--- src/rtl/uart_mmio_if.sv ---
// Bus-side port bundle for the UART MMIO peripheral: bridged address, write data,
// byte enables, load strobe and combinational read data.
interface uart_mmio_if;
    logic [31:0] addr;
    logic [3:0]  byteen;
    logic [31:0] wdata;
    logic        load;
    logic [31:0] rdata;

    modport master (
        output addr,
        output byteen,
        output wdata,
        output load,
        input  rdata
    );

    modport slave (
        input  addr,
        input  byteen,
        input  wdata,
        input  load,
        output rdata
    );
endinterface

--- src/rtl/uart_mmio.sv ---
// Memory-mapped 8N1 UART: DATA/STATUS/DIV/CTRL registers, TX shifter, RX sampler
// behind a 2-flop synchronizer, and a level interrupt on a pending received byte.
module uart_mmio #(
    parameter int unsigned DIV_DEFAULT = 434,
    parameter int unsigned DIV_MIN     = 4
) (
    input  logic        clk,
    input  logic        reset,
    uart_mmio_if.slave  bus,
    input  logic        rxd,
    output logic        txd,
    output logic        irq
);

    localparam logic [15:0] DivDefault = 16'(DIV_DEFAULT);
    localparam logic [15:0] DivMin     = 16'(DIV_MIN);

    typedef enum logic [1:0] {TxIdle, TxStart, TxData, TxStop} tx_state_e;
    typedef enum logic [1:0] {RxIdle, RxStart, RxData, RxStop} rx_state_e;

    // Register file state
    logic [15:0] div_q, div_d;
    logic        ctrl_q, ctrl_d;
    logic        rx_valid_q, rx_valid_d;
    logic        overrun_q, overrun_d;
    logic        frame_err_q, frame_err_d;
    logic [7:0]  rx_data_q, rx_data_d;

    // TX state
    tx_state_e   tx_state_q, tx_state_d;
    logic [15:0] tx_cnt_q, tx_cnt_d;
    logic [15:0] tx_div_q, tx_div_d;
    logic [2:0]  tx_bit_q, tx_bit_d;
    logic [7:0]  tx_shift_q, tx_shift_d;

    // RX state
    logic        rx_sync1_q, rx_sync2_q, rx_prev_q;
    rx_state_e   rx_state_q, rx_state_d;
    logic [15:0] rx_cnt_q, rx_cnt_d;
    logic [15:0] rx_div_q, rx_div_d;
    logic [2:0]  rx_bit_q, rx_bit_d;
    logic [7:0]  rx_shift_q, rx_shift_d;
    logic        rx_done, rx_stop_ok;

    // Bus decode
    logic [1:0]  reg_sel;
    logic        wr_en, tx_start, rd_clear;
    logic [15:0] eff_div, rx_half;
    logic        unused_bits;

    assign reg_sel  = bus.addr[3:2];
    assign wr_en    = |bus.byteen;
    assign tx_start = bus.byteen[0] && (reg_sel == 2'd0) && (tx_state_q == TxIdle);
    assign rd_clear = bus.load && (reg_sel == 2'd0);
    // Divisor is clamped at use, so DIV reads back exactly what was written
    assign eff_div  = (div_q < DivMin) ? DivMin : div_q;
    assign rx_half  = {1'b0, rx_div_q[15:1]};
    assign irq      = rx_valid_q & ctrl_q;
    assign unused_bits = ^{bus.addr[31:4], bus.addr[1:0], bus.wdata[31:16]};

    // Combinational read mux
    always_comb begin
        bus.rdata = 32'h0;
        unique case (reg_sel)
            2'd0: bus.rdata = {24'h0, rx_data_q};
            2'd1: bus.rdata = {28'h0, frame_err_q, overrun_q, (tx_state_q != TxIdle), rx_valid_q};
            2'd2: bus.rdata = {16'h0, div_q};
            2'd3: bus.rdata = {31'h0, ctrl_q};
        endcase
    end

    // TX next-state: one start bit, eight data bits LSB first, one stop bit
    always_comb begin
        tx_state_d = tx_state_q;
        tx_cnt_d   = tx_cnt_q;
        tx_div_d   = tx_div_q;
        tx_bit_d   = tx_bit_q;
        tx_shift_d = tx_shift_q;
        txd        = 1'b1;
        unique case (tx_state_q)
            TxIdle: begin
                if (tx_start) begin
                    tx_state_d = TxStart;
                    tx_cnt_d   = 16'h0;
                    tx_div_d   = eff_div;
                    tx_shift_d = bus.wdata[7:0];
                end
            end
            TxStart: begin
                txd = 1'b0;
                if (tx_cnt_q == tx_div_q - 16'd1) begin
                    tx_state_d = TxData;
                    tx_cnt_d   = 16'h0;
                    tx_bit_d   = 3'd0;
                end else begin
                    tx_cnt_d = tx_cnt_q + 16'd1;
                end
            end
            TxData: begin
                txd = tx_shift_q[0];
                if (tx_cnt_q == tx_div_q - 16'd1) begin
                    tx_cnt_d   = 16'h0;
                    tx_shift_d = {1'b0, tx_shift_q[7:1]};
                    if (tx_bit_q == 3'd7) begin
                        tx_state_d = TxStop;
                    end else begin
                        tx_bit_d = tx_bit_q + 3'd1;
                    end
                end else begin
                    tx_cnt_d = tx_cnt_q + 16'd1;
                end
            end
            TxStop: begin
                if (tx_cnt_q == tx_div_q - 16'd1) begin
                    tx_state_d = TxIdle;
                end else begin
                    tx_cnt_d = tx_cnt_q + 16'd1;
                end
            end
        endcase
    end

    // RX next-state: start bit checked at half a bit time, then full-bit spacing
    always_comb begin
        rx_state_d = rx_state_q;
        rx_cnt_d   = rx_cnt_q;
        rx_div_d   = rx_div_q;
        rx_bit_d   = rx_bit_q;
        rx_shift_d = rx_shift_q;
        rx_done    = 1'b0;
        rx_stop_ok = 1'b0;
        unique case (rx_state_q)
            RxIdle: begin
                if (rx_prev_q && !rx_sync2_q) begin
                    rx_state_d = RxStart;
                    rx_cnt_d   = 16'h0;
                    rx_div_d   = eff_div;
                end
            end
            RxStart: begin
                if (rx_cnt_q == rx_half - 16'd1) begin
                    rx_cnt_d = 16'h0;
                    rx_bit_d = 3'd0;
                    // A high sample here means the falling edge was a glitch
                    rx_state_d = rx_sync2_q ? RxIdle : RxData;
                end else begin
                    rx_cnt_d = rx_cnt_q + 16'd1;
                end
            end
            RxData: begin
                if (rx_cnt_q == rx_div_q - 16'd1) begin
                    rx_cnt_d   = 16'h0;
                    rx_shift_d = {rx_sync2_q, rx_shift_q[7:1]};
                    if (rx_bit_q == 3'd7) begin
                        rx_state_d = RxStop;
                    end else begin
                        rx_bit_d = rx_bit_q + 3'd1;
                    end
                end else begin
                    rx_cnt_d = rx_cnt_q + 16'd1;
                end
            end
            RxStop: begin
                if (rx_cnt_q == rx_div_q - 16'd1) begin
                    rx_state_d = RxIdle;
                    rx_done    = 1'b1;
                    rx_stop_ok = rx_sync2_q;
                end else begin
                    rx_cnt_d = rx_cnt_q + 16'd1;
                end
            end
        endcase
    end

    // Register writes, read side effects and RX completion; sets win over clears
    always_comb begin
        div_d       = div_q;
        ctrl_d      = ctrl_q;
        rx_valid_d  = rx_valid_q;
        overrun_d   = overrun_q;
        frame_err_d = frame_err_q;
        rx_data_d   = rx_data_q;
        if (rd_clear) begin
            rx_valid_d = 1'b0;
        end
        if (wr_en) begin
            if (reg_sel == 2'd1 && bus.byteen[0]) begin
                overrun_d   = overrun_q & ~bus.wdata[2];
                frame_err_d = frame_err_q & ~bus.wdata[3];
            end
            if (reg_sel == 2'd2) begin
                if (bus.byteen[0]) div_d[7:0]  = bus.wdata[7:0];
                if (bus.byteen[1]) div_d[15:8] = bus.wdata[15:8];
            end
            if (reg_sel == 2'd3 && bus.byteen[0]) begin
                ctrl_d = bus.wdata[0];
            end
        end
        if (rx_done) begin
            if (rx_stop_ok) begin
                rx_data_d  = rx_shift_q;
                rx_valid_d = 1'b1;
                // A byte consumed in this very cycle is not an overrun
                if (rx_valid_q && !rd_clear) overrun_d = 1'b1;
            end else begin
                frame_err_d = 1'b1;
            end
        end
    end

    // Register file state update
    always_ff @(posedge clk) begin
        if (reset) begin
            div_q       <= DivDefault;
            ctrl_q      <= 1'b0;
            rx_valid_q  <= 1'b0;
            overrun_q   <= 1'b0;
            frame_err_q <= 1'b0;
            rx_data_q   <= 8'h0;
        end else begin
            div_q       <= div_d;
            ctrl_q      <= ctrl_d;
            rx_valid_q  <= rx_valid_d;
            overrun_q   <= overrun_d;
            frame_err_q <= frame_err_d;
            rx_data_q   <= rx_data_d;
        end
    end

    // TX state register
    always_ff @(posedge clk) begin
        if (reset) begin
            tx_state_q <= TxIdle;
            tx_cnt_q   <= 16'h0;
            tx_div_q   <= DivDefault;
            tx_bit_q   <= 3'd0;
            tx_shift_q <= 8'h0;
        end else begin
            tx_state_q <= tx_state_d;
            tx_cnt_q   <= tx_cnt_d;
            tx_div_q   <= tx_div_d;
            tx_bit_q   <= tx_bit_d;
            tx_shift_q <= tx_shift_d;
        end
    end

    // RX synchronizer, edge history and state register
    always_ff @(posedge clk) begin
        if (reset) begin
            rx_sync1_q <= 1'b1;
            rx_sync2_q <= 1'b1;
            rx_prev_q  <= 1'b1;
            rx_state_q <= RxIdle;
            rx_cnt_q   <= 16'h0;
            rx_div_q   <= DivDefault;
            rx_bit_q   <= 3'd0;
            rx_shift_q <= 8'h0;
        end else begin
            rx_sync1_q <= rxd;
            rx_sync2_q <= rx_sync1_q;
            rx_prev_q  <= rx_sync2_q;
            rx_state_q <= rx_state_d;
            rx_cnt_q   <= rx_cnt_d;
            rx_div_q   <= rx_div_d;
            rx_bit_q   <= rx_bit_d;
            rx_shift_q <= rx_shift_d;
        end
    end

endmodule

--- src/flat_wrapper.sv ---
// flat-port wrapper written by rule: the top's interface ports become plain ports
module uart_mmio_flat 
#(
    parameter int unsigned DIV_DEFAULT = 434,
    parameter int unsigned DIV_MIN     = 4
)
  (clk, reset, rxd, txd, irq, bus_addr, bus_byteen, bus_wdata, bus_load, bus_rdata);
  uart_mmio_if bus_i ();
  input  logic clk;
  input  logic reset;
  input  logic rxd;
  output logic txd;
  output logic irq;
  input wire logic [$bits(bus_i.addr)-1:0] bus_addr;
  input wire logic [$bits(bus_i.byteen)-1:0] bus_byteen;
  input wire logic [$bits(bus_i.wdata)-1:0] bus_wdata;
  input wire logic [$bits(bus_i.load)-1:0] bus_load;
  output wire logic [$bits(bus_i.rdata)-1:0] bus_rdata;
  assign bus_i.addr = bus_addr;
  assign bus_i.byteen = bus_byteen;
  assign bus_i.wdata = bus_wdata;
  assign bus_i.load = bus_load;
  assign bus_rdata = bus_i.rdata;
  uart_mmio #(.DIV_DEFAULT(DIV_DEFAULT), .DIV_MIN(DIV_MIN)) u_core (.clk(clk), .reset(reset), .bus(bus_i), .rxd(rxd), .txd(txd), .irq(irq));
endmodule
--- config.mk ---
export PLATFORM = sky130hd
export DESIGN_NAME = uart_mmio_flat
export DESIGN_NICKNAME = d
export VERILOG_FILES = /design/src/rtl/uart_mmio_if.sv /design/src/rtl/uart_mmio.sv /design/src/flat_wrapper.sv
export SDC_FILE = /design/constraint.sdc
export NUM_CORES = 1
export LEC_CHECK = 0
export BUFFER_PORTS_ARGS = -buffer_cell sky130_fd_sc_hd__buf_2
export CAP_MARGIN = 20
export CORE_MARGIN = 2
export CORE_UTILIZATION = 62
export CTS_BUF_LIST = sky130_fd_sc_hd__clkbuf_16
export CTS_CLUSTER_SIZE = 14
export DETAILED_ROUTE_END_ITERATION = 7
export GPL_TIMING_DRIVEN = 0
export PLACE_DENSITY = 0.85
export RECOVER_POWER = 100
export SYNTH_ARGS = -nofsm -noshare
export SYNTH_HDL_FRONTEND = slang
export SYNTH_SLANG_ARGS = --single-unit
--- constraint.sdc ---
create_clock -name clk -period 9 [get_ports clk]
set_input_delay 2.25 -clock clk [delete_from_list [all_inputs] [get_ports clk]]
set_output_delay 2.25 -clock clk [all_outputs]
set_load 0.01 [all_outputs]
* Yosys cells after proc, flatten, opt, wreduce, memory -nomap -nowiden
Cells that the tools add are included.
W data, S select, Z words.
** Operators by class
- $add $sub $neg :: 7
- Magnitude comparators :: 1
- Equality and inequality tests :: 28
- Multiplexer cells :: 52
- Bitwise operators :: 5
- Reduce and logical (&&, ||, !) cells :: 32
** Operators with widths (count)
- $mux W16 :: 8
- $pmux W32 S4 :: 1
- $pmux W16 S4 :: 1
- $eq A16 B16 Y1 :: 3
- $pmux W16 S3 :: 1
- $add A16 B1 Y16 const B :: 2
- $sub A16 B1 Y16 const B :: 2
- $mux W2 :: 11
- $ne A2 B1 Y1 const B :: 10
- $mux W3 :: 6
- $lt A16 B3 Y1 const B :: 1
- $mux W1 :: 16
- $mux W8 :: 2
- $pmux W2 S4 :: 2
- $pmux W8 S2 :: 1
- $sub A15 B1 Y16 const B :: 1
- $reduce_and A2 Y1 :: 7
- $eq A2 B2 Y1 const B :: 6
- $pmux W3 S2 :: 2
- $reduce_and A5 Y1 :: 2
- $reduce_and A3 Y1 :: 3
- $ne A2 B2 Y1 const B :: 4
- $reduce_and A4 Y1 :: 2
- $reduce_bool A2 Y1 :: 4
- other kinds (11) :: 27
** Storage, ports and cells
- Register bits :: 121
- Bits of input ports :: 72
- Output and inout bits :: 34
- Word-level logic and storage cells :: 145

* Logic depth before layout (Yosys ltp)
- Word-level depth :: 7
- Mapped depth :: 13
- Mapped depth without buffers :: 10

* Least setup slack after synthesis
Ideal clock, no wire load.
- Kind :: input -> output
- From :: input port bus_addr[3]
- To :: output port bus_rdata[2]
- Arrival :: 3051 ps
- Data required time :: 6750 ps
- Setup slack :: 3699 ps
- Stages :: 3
- Buffers on the path :: 1
- Cell sequence :: buf_1 -> mux2i_1 -> o21ai_0
** Between the ends
- Word-level cells in the longest chain between the ends :: 2
- Elaborated cells on any way between the ends :: 5
- Classes of those cells :: 3 x eq/ne; 1 x mux; 1 x reduce/logical
** RTL lines
- from (decl) :: RTL line flat_wrapper.sv:14 : input wire logic [$bits(bus_i.addr)-1:0] bus_addr;
- $eq A2 B2 Y1 (tied with other cells) :: RTL line uart_mmio.sv:64 : unique case (reg_sel)
- $pmux W32 S4 * :: RTL line uart_mmio.sv:64
- to (decl) :: RTL line flat_wrapper.sv:18 : output wire logic [$bits(bus_i.rdata)-1:0] bus_rdata;
Mark *: on every way between the ends. The rest lies on a longest branch, timed or not. The select of a mux whose other input is x is not followed.

* Worst setup path after layout
- From :: input port bus_addr[2]
- To :: output port bus_rdata[15]
Same word-level chain as after synthesis.

==> metrics.cfg <==
[status]
status = finished, violations left
violations_in_the_final_reports = max-capacitance violations, max-slew violations

[hold_path]
worst_hold_path.num_cells = 1
whs_endpoint = u_core.rx_sync2_q$_SDFF_PP1_
worstHoldStart = u_core.rx_sync1_q$_SDFF_PP1_
holdCritPathClass = flip-flop to flip-flop

[finish]
layout.cells.most_common = dfxtp_1
nets = 1090
drive_gt1_frac = 0.114
diodes = 0
synthToLayoutAreaGrowth_pct = 11.5
stdcell_area_um2 = 8360
most-common-layout-cells = dfxtp_1 (121), nand2_1 (113), clkbuf_1 (77), nor2_1 (63), a21oi_1 (59)

[floorplanning]
floorplan.rows = 40
floorplan.initialDensity = 0.629
die_height_um = 114
design.core.area_um2 = 11900
chipWidth_um = 114
io-pin-count = 106
floorplan.die_area_um2 = 13000

[synthesis]
synth_top_area_cell = dfxtp_1
postSynth.topFlopCell = dfxtp_1
ys_types = 84
mean_instance_size_in_the_synthesized_netlist_um2 = 8.06
synth_async_reset_ratio = 0
syn_area_um2 = 7490
number_of_storage_elements_in_the_synthesis_netlist = 121
yosys_warnings = 0
synth_top_area_frac = 0.323
synth_seq_area_share = 0.323
number_of_flops_mapped_to_enable_cells_by_yosys = 0
yosys-top-cells-area = dfxtp_1 (32%), nand2_1 (5.7%), xnor2_1 (5.5%)
synthesis.instances = 930

[worst_setup_path]
setup.worst_path.start_class = input pin
timing.rr.start = u_core.tx_div_q[3]$_SDFFE_PP0P_
cp_data_required_time_ps = 6750
arrival_ps = 3580
timing.reg2reg.setup_slack_ps = 3370
reg2regPathDepth = 10
critPathKind = input pin to output port
cp-end-kind = output port
r2r_end = u_core.tx_cnt_q[12]$_SDFFE_PP0P_
crit_fanout = 10

[placement]
port_buffers = 40
globalplace.congestion = 0.951
placed_cell_area_um2 = 7940
dp_hpwl_um = 14000

[sta]
finalCriticalPeriod_ps = 5830
worst_clock_skew_ps = 10.1
timing_hold_violations_final = 0
worst_margin_slew_ps = 1980
max_freq_mhz = 171
fin_tns_setup_ps = 0
grt_setup_unrepaired = false
worst_hold_slack_ps = 409
max_slew_margin = -0.357
final_max_slew_viol_count = 7
setup_violations = 0
share_of_the_clock_period_used_by_the_worst_path = 0.648

[global_routing]
antenna_found_initial = 0
globalRouteOverflowTotal = 0
globalRouteTotalUtil = 0.306
grt_pass1_wl_um = 32000
grt_pass1_vias = 6457
pin_count_of_the_biggest_net_entering_global_routing = 17

[clock_tree]
cts-buffers-inserted = 17
clkSlewWorstSetupHoldPaths_ps = 60
ctsRootBufferMaster = clkbuf_16
tritoncts = built
cts_setup_buffers = 0
post_cts.resized_instances = 0
cts.sinks = 121
h-tree-depth = 4
maximum_number_of_buffers_from_clock_root_to_sink = 2
clock_latency_ps = 420
cts-hold-fix-buffers = 0

[routing]
detailedRoute.firstPassIterationCount = 5
number_of_vias_in_the_routed_layout = 7129
drt_first_iter_violations = 573
post_drt_via_cell_ratio = 6.12
number_of_nets_still_failing_antenna_checks_after_routing = 0
postRouteWirelength_um = 19600
routedWlPerCell_um = 16.8
drc_violation_count_after_routing = 0

[power]
irDropWorstVdd_mv = 0.213
p_leak_nw = 3.07
pwr_density_cell_nw_per_um2 = 177

[job]
timing.max_cap.violations = 1

report_power, final:
group / internal (mW) / switching, mW
combinational: 0.0982 / 0.182
clock: 0.350 / 0.260
sequential: 0.565 / 0.0261
total: 1.01 / 0.468
cell usage after synthesis (6+ instances only):
cell	instances
dfxtp_1	121
nand2_1	113
nor2_1	63
clkbuf_1	57
nand3_1	57
a21oi_1	56
xnor2_1	47
mux2i_1	38
inv_1	27
nand4_1	20
xor2_1	19
nor4_1	18
buf_4	17
o21ai_0	16
a211oi_1	15
ha_1	14
a31oi_1	13
nor3_1	13
and2_1	12
and3_1	10
nor2_2	10
buf_1	9
or3_1	9
a2111oi_0	7
buf_2	7
nand2b_1	7
nor2b_1	6
or4_1	6
routing by layer:
layer  part of all wire  vias to the layer above  global-route usage
met5                  0                        -                   0
met4              0.028                        0               0.118
met3              0.074                       48              0.0547
met2               0.45                      321               0.488
met1               0.44                     3295               0.415
li1                   -                     3465                   -
sequential cells by signal (all words and copies together), names as in the netlist, named ones only:
register            flops
u_core.rx_data_q        8
u_core.tx_div_q        16
u_core.rx_bit_q         3
u_core.rx_prev_q        1
u_core.rx_state_q       1
u_core.tx_cnt_q        16
u_core.tx_bit_q         3
u_core.rx_cnt_q        16
u_core.frame_err_q      1
u_core.rx_div_q        16
u_core.tx_state_q       2
u_core.tx_shift_q       8
u_core.ctrl_q           1
u_core.rx_shift_q       8
u_core.rx_sync2_q       1
u_core.overrun_q        1
u_core.div_q           16
u_core.rx_valid_q       1
u_core.rx_sync1_q       1
logic make-up after synthesis:
group,synth area share
and+or+nand+nor,0.261
AOI/OAI and AO/OA,0.185
DFF,0.323
buffers and inverters,0.0728
xor gates and xnor gates,0.0771
muxes,0.0568
adders and majority gates,0.0234
other,0.000500
worst max-delay path, cell delays in order:
cell and delay [ps]:
clkbuf_1 130, nor2b_1 120, clkbuf_1 270, clkbuf_1 420, and2_0 240, buf_2 150
how the worst max path moves through the flow:
stage | start | end | cells past startpoint
2_1_floorplan | bus_addr[3] | bus_rdata[2] | 3
3_3_place_gp | bus_addr[3] | bus_rdata[15] | 6
3_5_place_dp | bus_addr[2] | bus_rdata[15] | 6
4_1_cts | bus_addr[2] | bus_rdata[15] | 6
5_1_grt | u_core.tx_div_q[3]$_SDFFE_PP0P_ | u_core.tx_cnt_q[10]$_SDFFE_PP0P_ | 10
6_report | bus_addr[2] | bus_rdata[15] | 6
cell type report:
| type | count | area (um^2) |
|---|---|---|
| Inverter | 27 | 101 |
| Sequential cell | 121 | 2420 |
| Clock inverter | 15 | 103 |
| Clock buffer | 17 | 425 |
| Buffer | 93 | 425 |
| Tap cell | 147 | 184 |
| Fill cell | 948 | 3550 |
| Multi-Input combinational cell | 704 | 4510 |
| Timing Repair Buffer | 40 | 185 |
stage by stage:
stage / instances / total power, mW / setup slack, ps / util
CTS: 1164 / 1.49 / 3230 / 0.711
finish: 1164 / 1.48 / 3170 / 0.702
global placement: 1132 / 0.879 / 3260 / 0.666
detailed placement: 1132 / 0.890 / 3230 / 0.666
floorplan: 945 / 0.820 / 3700 / -
global route: 1164 / 1.53 / 2810 / 0.702
No activity file was read; power rests on OpenSTA's default activity.
